## src/rtl/vga_palette_pkg.sv

```systemverilog
// rtl/vga_palette_pkg.sv - shared types, default colours and default-table helpers for vga_palette
package vga_palette_pkg;

    typedef enum logic [1:0] {
        IDLE  = 2'd0,
        ARMED = 2'd1,
        FLASH = 2'd2
    } flash_state_t;

    typedef struct packed {
        logic [3:0] r;
        logic [3:0] g;
        logic [3:0] b;
    } rgb4_t;

    localparam rgb4_t DEF_CYAN   = 12'h0FB;
    localparam rgb4_t DEF_BLACK  = 12'h000;
    localparam rgb4_t DEF_ORANGE = 12'hFA4;

    function automatic rgb4_t make_rgb4(input logic [3:0] r, input logic [3:0] g, input logic [3:0] b);
        rgb4_t c;
        c.r = r;
        c.g = g;
        c.b = b;
        return c;
    endfunction

    // Title-screen colours; entries not listed are black.
    function automatic rgb4_t default_rgb4(input int idx);
        case (idx)
            0, 3:    return DEF_CYAN;
            2:       return DEF_ORANGE;
            default: return DEF_BLACK;
        endcase
    endfunction

    // Left-align a 4-bit default so callers can take the top CH_W bits.
    function automatic logic [15:0] widen4(input logic [3:0] v);
        return {v, 12'h000};
    endfunction

endpackage

```

## src/rtl/vga_palette_flash_ctrl.sv

```systemverilog
// rtl/vga_palette_flash_ctrl.sv - frame-counted full-screen flash sequencer
module flash_ctrl
    import vga_palette_pkg::*;
#(
    parameter int RGB_W = 12
) (
    input  logic             clk,
    input  logic             rst_n,
    input  logic             frame_start,
    input  logic             flash_req,
    input  logic [RGB_W-1:0] flash_color,
    input  logic [7:0]       flash_frames,
    output logic             flash_on,
    output logic [RGB_W-1:0] flash_rgb,
    output logic             flash_busy
);

    flash_state_t     state_q, state_d;
    logic [7:0]       cnt_q, cnt_d;
    logic [7:0]       len_q, len_d;
    logic [RGB_W-1:0] rgb_q, rgb_d;
    logic             frame_q, frame_d;
    logic             fs_rise;

    always_ff @(posedge clk or negedge rst_n) begin
        if (!rst_n) begin
            state_q <= IDLE;
            cnt_q   <= '0;
            len_q   <= '0;
            rgb_q   <= '0;
            frame_q <= 1'b0;
        end else begin
            state_q <= state_d;
            cnt_q   <= cnt_d;
            len_q   <= len_d;
            rgb_q   <= rgb_d;
            frame_q <= frame_d;
        end
    end

    always_comb begin
        state_d = state_q;
        cnt_d   = cnt_q;
        len_d   = len_q;
        rgb_d   = rgb_q;
        frame_d = frame_start;
        fs_rise = frame_start & ~frame_q;
        case (state_q)
            IDLE: begin
                // A simultaneous frame_start is deliberately not honoured here.
                if (flash_req && (flash_frames != 8'd0)) begin
                    state_d = ARMED;
                    len_d   = flash_frames;
                    rgb_d   = flash_color;
                end
            end
            ARMED: begin
                if (fs_rise) begin
                    state_d = FLASH;
                    cnt_d   = len_q;
                end
            end
            FLASH: begin
                if (fs_rise) begin
                    cnt_d = cnt_q - 8'd1;
                    if (cnt_q == 8'd1) begin
                        state_d = IDLE;
                    end
                end
            end
            default: state_d = IDLE;
        endcase
    end

    assign flash_on   = (state_q == FLASH);
    assign flash_busy = (state_q != IDLE);
    assign flash_rgb  = rgb_q;

endmodule

```

## src/rtl/vga_palette.sv

```systemverilog
// rtl/vga_palette.sv - writable colour palette with blanking, transparency and flash override
module vga_palette
    import vga_palette_pkg::*;
#(
    parameter int IDX_W      = 4,
    parameter int CH_W       = 4,
    parameter int TRANSP_IDX = 0
) (
    input  logic              Clk,
    input  logic              Reset_n,
    input  logic [IDX_W-1:0]  color_idx,
    input  logic              blank,
    input  logic              frame_start,
    input  logic              wr_en,
    input  logic [IDX_W-1:0]  wr_addr,
    input  logic [3*CH_W-1:0] wr_data,
    input  logic              flash_req,
    input  logic [3*CH_W-1:0] flash_color,
    input  logic [7:0]        flash_frames,
    output logic [CH_W-1:0]   VGA_R,
    output logic [CH_W-1:0]   VGA_G,
    output logic [CH_W-1:0]   VGA_B,
    output logic              transparent,
    output logic              flash_busy
);

    localparam int DEPTH = 1 << IDX_W;
    localparam int RGB_W = 3 * CH_W;

    function automatic logic [RGB_W-1:0] default_entry(input int i);
        rgb4_t       c;
        logic [15:0] r16;
        logic [15:0] g16;
        logic [15:0] b16;
        c   = default_rgb4(i);
        r16 = widen4(c.r);
        g16 = widen4(c.g);
        b16 = widen4(c.b);
        return {r16[15 -: CH_W], g16[15 -: CH_W], b16[15 -: CH_W]};
    endfunction

    logic [RGB_W-1:0] table_q [DEPTH];
    logic [RGB_W-1:0] table_d [DEPTH];
    logic [RGB_W-1:0] rgb_q, rgb_d;
    logic             transparent_q, transparent_d;
    logic             flash_on;
    logic [RGB_W-1:0] flash_rgb;

    flash_ctrl #(
        .RGB_W (RGB_W)
    ) u_flash_ctrl (
        .clk          (Clk),
        .rst_n        (Reset_n),
        .frame_start  (frame_start),
        .flash_req    (flash_req),
        .flash_color  (flash_color),
        .flash_frames (flash_frames),
        .flash_on     (flash_on),
        .flash_rgb    (flash_rgb),
        .flash_busy   (flash_busy)
    );

    always_ff @(posedge Clk or negedge Reset_n) begin
        if (!Reset_n) begin
            for (int i = 0; i < DEPTH; i++) begin
                table_q[i] <= default_entry(i);
            end
            rgb_q         <= '0;
            transparent_q <= 1'b0;
        end else begin
            for (int i = 0; i < DEPTH; i++) begin
                table_q[i] <= table_d[i];
            end
            rgb_q         <= rgb_d;
            transparent_q <= transparent_d;
        end
    end

    always_comb begin
        for (int i = 0; i < DEPTH; i++) begin
            table_d[i] = table_q[i];
        end
        if (wr_en) begin
            table_d[wr_addr] = wr_data;
        end
    end

    // Same-address write forwards the new data so the pixel never shows a stale entry.
    always_comb begin
        rgb_d = table_q[color_idx];
        if (wr_en && (wr_addr == color_idx)) begin
            rgb_d = wr_data;
        end
        if (flash_on) begin
            rgb_d = flash_rgb;
        end
        if (blank) begin
            rgb_d = '0;
        end
        transparent_d = (color_idx == IDX_W'(TRANSP_IDX)) && !flash_on;
    end

    assign VGA_R       = rgb_q[3*CH_W-1 -: CH_W];
    assign VGA_G       = rgb_q[2*CH_W-1 -: CH_W];
    assign VGA_B       = rgb_q[CH_W-1 -: CH_W];
    assign transparent = transparent_q;

endmodule

```

## config.mk

```make
export PLATFORM = sky130hd
export DESIGN_NAME = vga_palette
export DESIGN_NICKNAME = d
export VERILOG_FILES = /design/src/rtl/vga_palette_pkg.sv /design/src/rtl/vga_palette_flash_ctrl.sv /design/src/rtl/vga_palette.sv
export SDC_FILE = /design/constraint.sdc
export NUM_CORES = 1
export LEC_CHECK = 0
export CORE_MARGIN = 2
export CORE_UTILIZATION = 53
export CTS_BUF_LIST = sky130_fd_sc_hd__clkbuf_8 sky130_fd_sc_hd__clkbuf_16
export CTS_CLUSTER_SIZE = 14
export DETAILED_ROUTE_END_ITERATION = 8
export PLACE_DENSITY = 0.72
export RECOVER_POWER = 100
export SYNTH_ARGS = -nofsm -noshare
export SYNTH_HDL_FRONTEND = slang
export SYNTH_SLANG_ARGS = --single-unit
export TNS_END_PERCENT = 5
```

## constraint.sdc

```tcl
create_clock -name Clk -period 1.65 [get_ports Clk]
set_input_delay 0.2475 -clock Clk [delete_from_list [all_inputs] [get_ports Clk]]
set_output_delay 0.2475 -clock Clk [all_outputs]
set_load 0.02 [all_outputs]
```

---- Word level (Yosys, flattened, before mapping) ----
Cells that the tools add are included.
word-level totals
  register bits after elaboration ......... 236
  memory bits (writable) .................. 0
  latch bits .............................. 0
  ROM bits ................................ 0
  memories kept ........................... 0
  input bits .............................. 46
cells by class
  mux-type cells .......................... 17
  multiply operators ...................... 0
  order comparisons ....................... 3
  bitwise gates (word level) .............. 4
  reduce and logical (&&, ||, !) cells .... 13
  divide/modulo/power cells ............... 0
  shift operators ......................... 0
  add/sub/neg operators ................... 1
  equality and inequality tests ........... 8
operator list
  cell                                                                          number
  192-bit bitwise mux                                                           1
  12-bit 2-to-1 mux                                                             6
  12-bit binary-select mux with 4-bit select                                    1
  12-bit demux with 4-bit select                                                1
  8-bit 2-to-1 mux                                                              2
  8-bit case mux with 2 select lines                                            1
  5-bit greater-or-equal comparator, second input constant                      2
  4-bit inverter with 5-bit output                                              2
  8-bit by 1-bit == test with 1-bit output, second input constant               1
  2-bit 2-to-1 mux                                                              4
  2-bit by 1-bit != test with 1-bit output, second input constant               4
  8-bit nonzero test                                                            1
  8-bit by 1-bit subtractor with 8-bit output, second input constant            1
  2-bit case mux with 3 select lines                                            1
  5-bit by 1-bit less-than comparator with 1-bit output, second input constant  1
  4-bit == test                                                                 1
  1-bit logical AND                                                             4
  4-bit zero test                                                               1
  4-bit AND reduction                                                           1
  2-bit nonzero test                                                            2
  3-bit AND reduction                                                           1
  2-bit by 1-bit == test with 1-bit output, second input constant               1
  2-bit == test, second input constant                                          1
  2-bit zero test                                                               1
  other kinds (4)                                                               4

---- Longest topological paths before layout ----
  depth after elaboration ................. 7
  mapped depth ............................ 7
  mapped depth without buffers ............ 6

---- Modules after synthesis ----
A second synthesis with hierarchy kept.
second synthesis, totals
  cell total of the unflattened synthesis .. 813
  area, all modules ....................... 11213.3 µm²
modules (own cells, without submodules)
  module       sequential area each (µm²)  cells each  area each (µm²)  times used
  vga_palette  5156.2                      690         9704.3           1
  flash_ctrl   775.7                       123         1508.9           1

---- Worst setup path before layout ----
Ideal clock, no wire load.
  kind .................................... reg2reg
  start point ............................. reg u_flash_ctrl.state_q[0]
  end point ............................... reg u_flash_ctrl.state_q[1]
  period minus slack after synthesis ...... 1698 ps
  path slack .............................. -48 ps
  stages on the path, launching flop included .. 8
  path buffers ............................ 1
  library setup time ...................... 125 ps
  required time ........................... 1525 ps
  arrival time ............................ 1573 ps
  path through ............................ dfrtp_1 > inv_1 > ha_1 > clkbuf_1 > inv_1 > a31o_2 > o211ai_1 > mux2_2
between the ends
  longest elaborated chain between the ends .. 3
  elaborated cells between the ends (all ways) .. 9
RTL lines
  item                                                                    line                          source
  start, declared                                                         vga_palette_flash_ctrl.sv:18  flash_state_t state_q, state_d;
  start signal, assigned                                                  vga_palette_flash_ctrl.sv:33  state_q <= state_d;
  2-bit by 1-bit == test with 1-bit output, or another cell as far along  vga_palette_flash_ctrl.sv:48  case (state_q)
  2-bit by 1-bit != test with 1-bit output (no line)                      -
  4-bit AND reduction (no line)                                           -
Several ways; a longest one is shown, not always the timed one.
A chain may end at the register's enable or synchronous reset.

---- Worst setup path after layout ----
  start point ............................. reg u_flash_ctrl.state_q[1]
  end point ............................... reg u_flash_ctrl.cnt_q[3]
between the ends
  longest elaborated chain between the ends .. 3
  elaborated cells between the ends (all ways) .. 7
RTL lines
  item                                                                                      line                          source
  2-bit by 1-bit == test with 1-bit output or 2-bit == test (tied branches)                 vga_palette_flash_ctrl.sv:48
  2-bit by 1-bit != test with 1-bit output (no line) or 2-bit nonzero test (tied branches)  -
  3-bit AND reduction (no line)                                                             -
  end signal, assigned                                                                      vga_palette_flash_ctrl.sv:34  cnt_q <= cnt_d;
  end, declared                                                                             vga_palette_flash_ctrl.sv:19  logic [7:0] cnt_q, cnt_d;
Several ways; a longest one is shown, not always the timed one.

==> summary.txt <==
Run status
  – Outcome: complete, no violations

Timing
  – Period utilization: 98.7%
  – Relative slew margins: between 30 and 40%
  – Worst-margin pin slew: 908 ps
  – Final Max Tran Viols: 0
  – Hold Fails Final Rpt: 0
  – Clk_skew: ~6.4 ps
  – Achievable Freq: 614 MHz
  – Tmin final: about 1600 ps
  – Final setup viols: 0

Cells and area
  – NumNets Final: approximately 950
  – Area grow syn2layout: 22.2%
  – Antenna cells: 0
  – Final Core Density: between 60% and 70%
  – Design Area, Final: 13500 sq um
  – Layout cells sized above 1: a little over two fifths

Global route
  – GRT Total Usage: 24.0%
  – Pin count of the biggest net entering global routing: 64
  – Vias in the first global route: 7626
  – First-pass GRT wire length: between 40 and 50 mm
  – Initial antenna violation count: 0
  – Total grt overflow: 0

Power and ir drop
  – LEAKAGE: around 6 nW
  – PD cells: approximately 1400 nW/um^2
  – Peak supply drop: 0.683 mV
  – Pwr Total: slightly below 20 mW

Critical path
  – Worst-case reg-to-reg path depth: 8
  – Crit path max fanout: 6
  – Flop2flop setup slack: between 20 and 25 ps
  – CP Capture Type: flip-flop
  – WP data required: approximately 2100 ps
  – CP max stage delay: roughly 390 ps
  – Kind of critical path: flip-flop to flip-flop
  – Reg2reg end: u_flash_ctrl.cnt_q[3]
  – R2R Path Start: u_flash_ctrl.state_q[1]
  – Arrival time at the worst endpoint: 2020 ps
  – Worst path slowest cell: dfrtp_1
  – CP top delay family: buffers and inverters
  – CP Launch Type: flip-flop
  – Worst path cell trace: buf_4, ha_4, inv_1, buf_4, o211ai_1, buf_4, o22ai_1, a21oi_1
  – CP bufs+invs: 4
  – Cell mode on critical path: buf_4

Placed design
  – PortBufs: 59
  – Placed Area: approximately 13000 sq um
  – DP Wirelength: between 15 and 20 mm
  – Routability cong.: 0.826

Floorplan
  – Area of the core: approximately 20000 sq um
  – Row count: 52
  – Starting density of the core: approximately 54%
  – Die Width: approximately 150 um
  – Chip Height: between 100 and 150 um
  – Total die area: 22000 sq um
  – I/O Pins: 60

Yosys
  – EDFF count, synth: 0
  – Synthesized area per cell: 14.2 sq um
  – Synth Net Count: between 800 and 900
  – Synth Cell Area: 11000 sq um
  – Cells after Synth: roughly 780
  – Primary FF master, synth: dfrtp_1
  – Flops & latches, synth: ~240
  – Yosys warnings: 0
  – Yosys cell types: 44
  – Post-synthesis sequential area ratio: ~54%
  – Post-synthesis async set-or-reset flop share: 100%

Clock tree
  – TritonCTS Buffers: 26
  – Clock root buffer: clkbuf_16
  – CTS Sinks: approximately 240
  – CTS H-Tree Depth: 1
  – CTS tree: done
  – Max clock buf depth: 3
  – Clk_lat worst skew: around 520 ps
  – Clk slew on worst S/H paths: 60 ps

Drt
  – Routed wire length: 25.8 mm
  – DRT Pass-1 Iters: 4
  – DR DRC count: 0
  – Via count: 6993
  – Wirelength per Cell: approximately 22 um
  – Antenna viol nets, final: 0
  – Starting DRT DRC Count: between 200 and 250
  – Vias per cell: 5.87

Hold path
  – Hold Path Class: input port to flip-flop
  – HP Start: frame_start
  – Hold Path Depth: 1
  – Hold endpoint: u_flash_ctrl.frame_q

Run
  – MaxCap Viol Count: 0
worst max path at each step:
| stage | startpoint | slack (ps) | endpoint | cells after the start |
|---|---|---|---|---|
| 2_1_floorplan | u_flash_ctrl.state_q[0] | 20 | u_flash_ctrl.cnt_q[4] | 7 |
| 3_3_place_gp | wr_addr[0] | -410 | table_q[20] | 6 |
| 3_5_place_dp | wr_addr[0] | -450 | table_q[20] | 6 |
| 4_1_cts | u_flash_ctrl.state_q[0] | -20 | u_flash_ctrl.cnt_q[4] | 6 |
| 5_1_grt | u_flash_ctrl.state_q[1] | -40 | u_flash_ctrl.cnt_q[3] | 8 |
| 6_report | u_flash_ctrl.state_q[1] | 20 | u_flash_ctrl.cnt_q[3] | 8 |
placed cells by master (no fill, tap or decap), types with 3 or more instances in the layout:
master | synthesis | layout
clkbuf_2 | 0 | 14
a31oi_1 | 14 | 14
clkbuf_16 | 0 | 27
or2_1 | 10 | 10
mux4_1 | 4 | 4
clkbuf_4 | 0 | 8
mux2_2 | 184 | 182
nor2b_1 | 3 | 3
ha_1 | 6 | 3
clkbuf_8 | 0 | 10
dfrtp_1 | 215 | 215
buf_12 | 0 | 14
clkbuf_1 | 24 | 3
o21ai_0 | 7 | 6
xnor2_1 | 4 | 4
a21oi_1 | 20 | 20
nand2b_1 | 5 | 5
o211ai_1 | 4 | 4
mux2_1 | 30 | 32
nor2_1 | 16 | 15
inv_1 | 19 | 21
o2111ai_1 | 3 | 3
clkdlybuf4s50_1 | 0 | 40
o22ai_1 | 6 | 6
a2bb2oi_1 | 11 | 11
bufinv_16 | 0 | 3
nand2_1 | 18 | 18
buf_4 | 5 | 56
dlygate4sd3_1 | 0 | 3
o41ai_1 | 12 | 12
nand3_1 | 15 | 15
dfstp_2 | 21 | 21
mux2i_1 | 38 | 36
mux4_2 | 32 | 32
dlygate4sd2_1 | 0 | 13
or3_4 | 3 | 3
area by class of cell:
cell class | instances | area [sq um]
Fill cell | 1435 | 6860
Sequential cell | 236 | 5930
Multi-Input combinational cell | 464 | 4800
Timing Repair Buffer | 155 | 1420
Clock buffer | 37 | 813
Tap cell | 270 | 338
Clock inverter | 11 | 130
Inverter | 19 | 71.3
Yosys cell counts, types with 2 or more instances:
master | number | area share (%)
mux4_2 | 32 | 6.5
mux2_2 | 184 | 19
nor2b_1 | 3 | 0.17
nand2b_1 | 5 | 0.28
or2_1 | 10 | 0.57
clkbuf_1 | 24 | 0.82
nand3_1 | 15 | 0.68
o22ai_1 | 6 | 0.34
a21o_1 | 2 | 0.14
dfstp_2 | 21 | 5.0
xnor2_1 | 4 | 0.32
mux2_1 | 30 | 3.1
nor4_1 | 3 | 0.17
mux4_1 | 4 | 0.95
inv_1 | 19 | 0.65
o2111ai_1 | 3 | 0.24
ha_1 | 6 | 0.68
mux2i_1 | 38 | 3.4
nand2_1 | 18 | 0.61
a21oi_1 | 20 | 0.91
buf_2 | 23 | 1.0
o21ai_0 | 7 | 0.32
nand3b_1 | 2 | 0.14
a2bb2oi_1 | 11 | 0.87
buf_6 | 6 | 0.61
o21a_1 | 2 | 0.14
or3_4 | 3 | 0.31
o41ai_1 | 12 | 0.95
nor2_1 | 16 | 0.54
a31oi_1 | 14 | 0.79
dfrtp_1 | 215 | 49
o211ai_1 | 4 | 0.27
buf_4 | 5 | 0.34
report_power, final:
| group | internal, mW | total, mW | switching [mW] |
|---|---|---|---|
| registers | 7.45 | 8.37 | 0.929 |
| logic | 2.75 | 5.00 | 2.25 |
| clock network | 3.87 | 6.19 | 2.32 |
| total | 14.1 | 19.6 | 5.49 |
sequential cells by signal, summed over array words and instances (netlist names):
name,count
transparent,1
table_q,192
u_flash_ctrl.frame_q,1
u_flash_ctrl.flash_rgb,12
u_flash_ctrl.cnt_q,8
u_flash_ctrl.state_q,2
u_flash_ctrl.len_q,8
rgb_q,12
metrics by stage:
stage	setup slack, ps	cells	hold slack [ps]	setup TNS [ps]
global placement	-410	1138	225	-69520
finish	21.3	1192	309	0
CTS	-17.1	1188	192	-36.7
global route	-39.2	1192	338	-39.2
detailed placement	-446	1138	223	-76530
floorplan	23.7	778	-48.1	0
worst reg2reg max path, delay by kind of cell, from the launching register on:
kind                     cells  cell delay, ps
flip-flops                   1             390
adder cells (fa/ha/maj)      1             170
AO/OA/AOI/OAI                3             370
buffers and inverters        4             560
timing repair:
action | CTS | global route
setup buffers | 1 | 4
gates resized for setup | 21 | 14
hold endpoints to repair | 50 | 0
hold buffers | 1 | 0
pin swaps | 0 | 4
setup endpoints to repair | 23 | 12
kinds of logic (layout without fill, tap and decap cells):
group	after synthesis	after routing	synth area share [%]
XOR/XNOR	4	4	0.317
AND/OR/NAND/NOR	81	81	3.87
adder cells (fa/ha/maj)	6	6	0.679
AO/OA/AOI/OAI	85	85	5.23
multiplexers	288	288	32.7
buffers and inverters	78	222	3.49
flip-flops	236	236	53.7
per-layer routing:
layer | wire, um | GRT usage [%]
met2 | 12700 | 40.7
met4 | 547 | 6.10
met3 | 1150 | 3.59
met1 | 11300 | 32.8
met5 | 0 | 0
No activity file was read; power rests on OpenSTA's default activity.
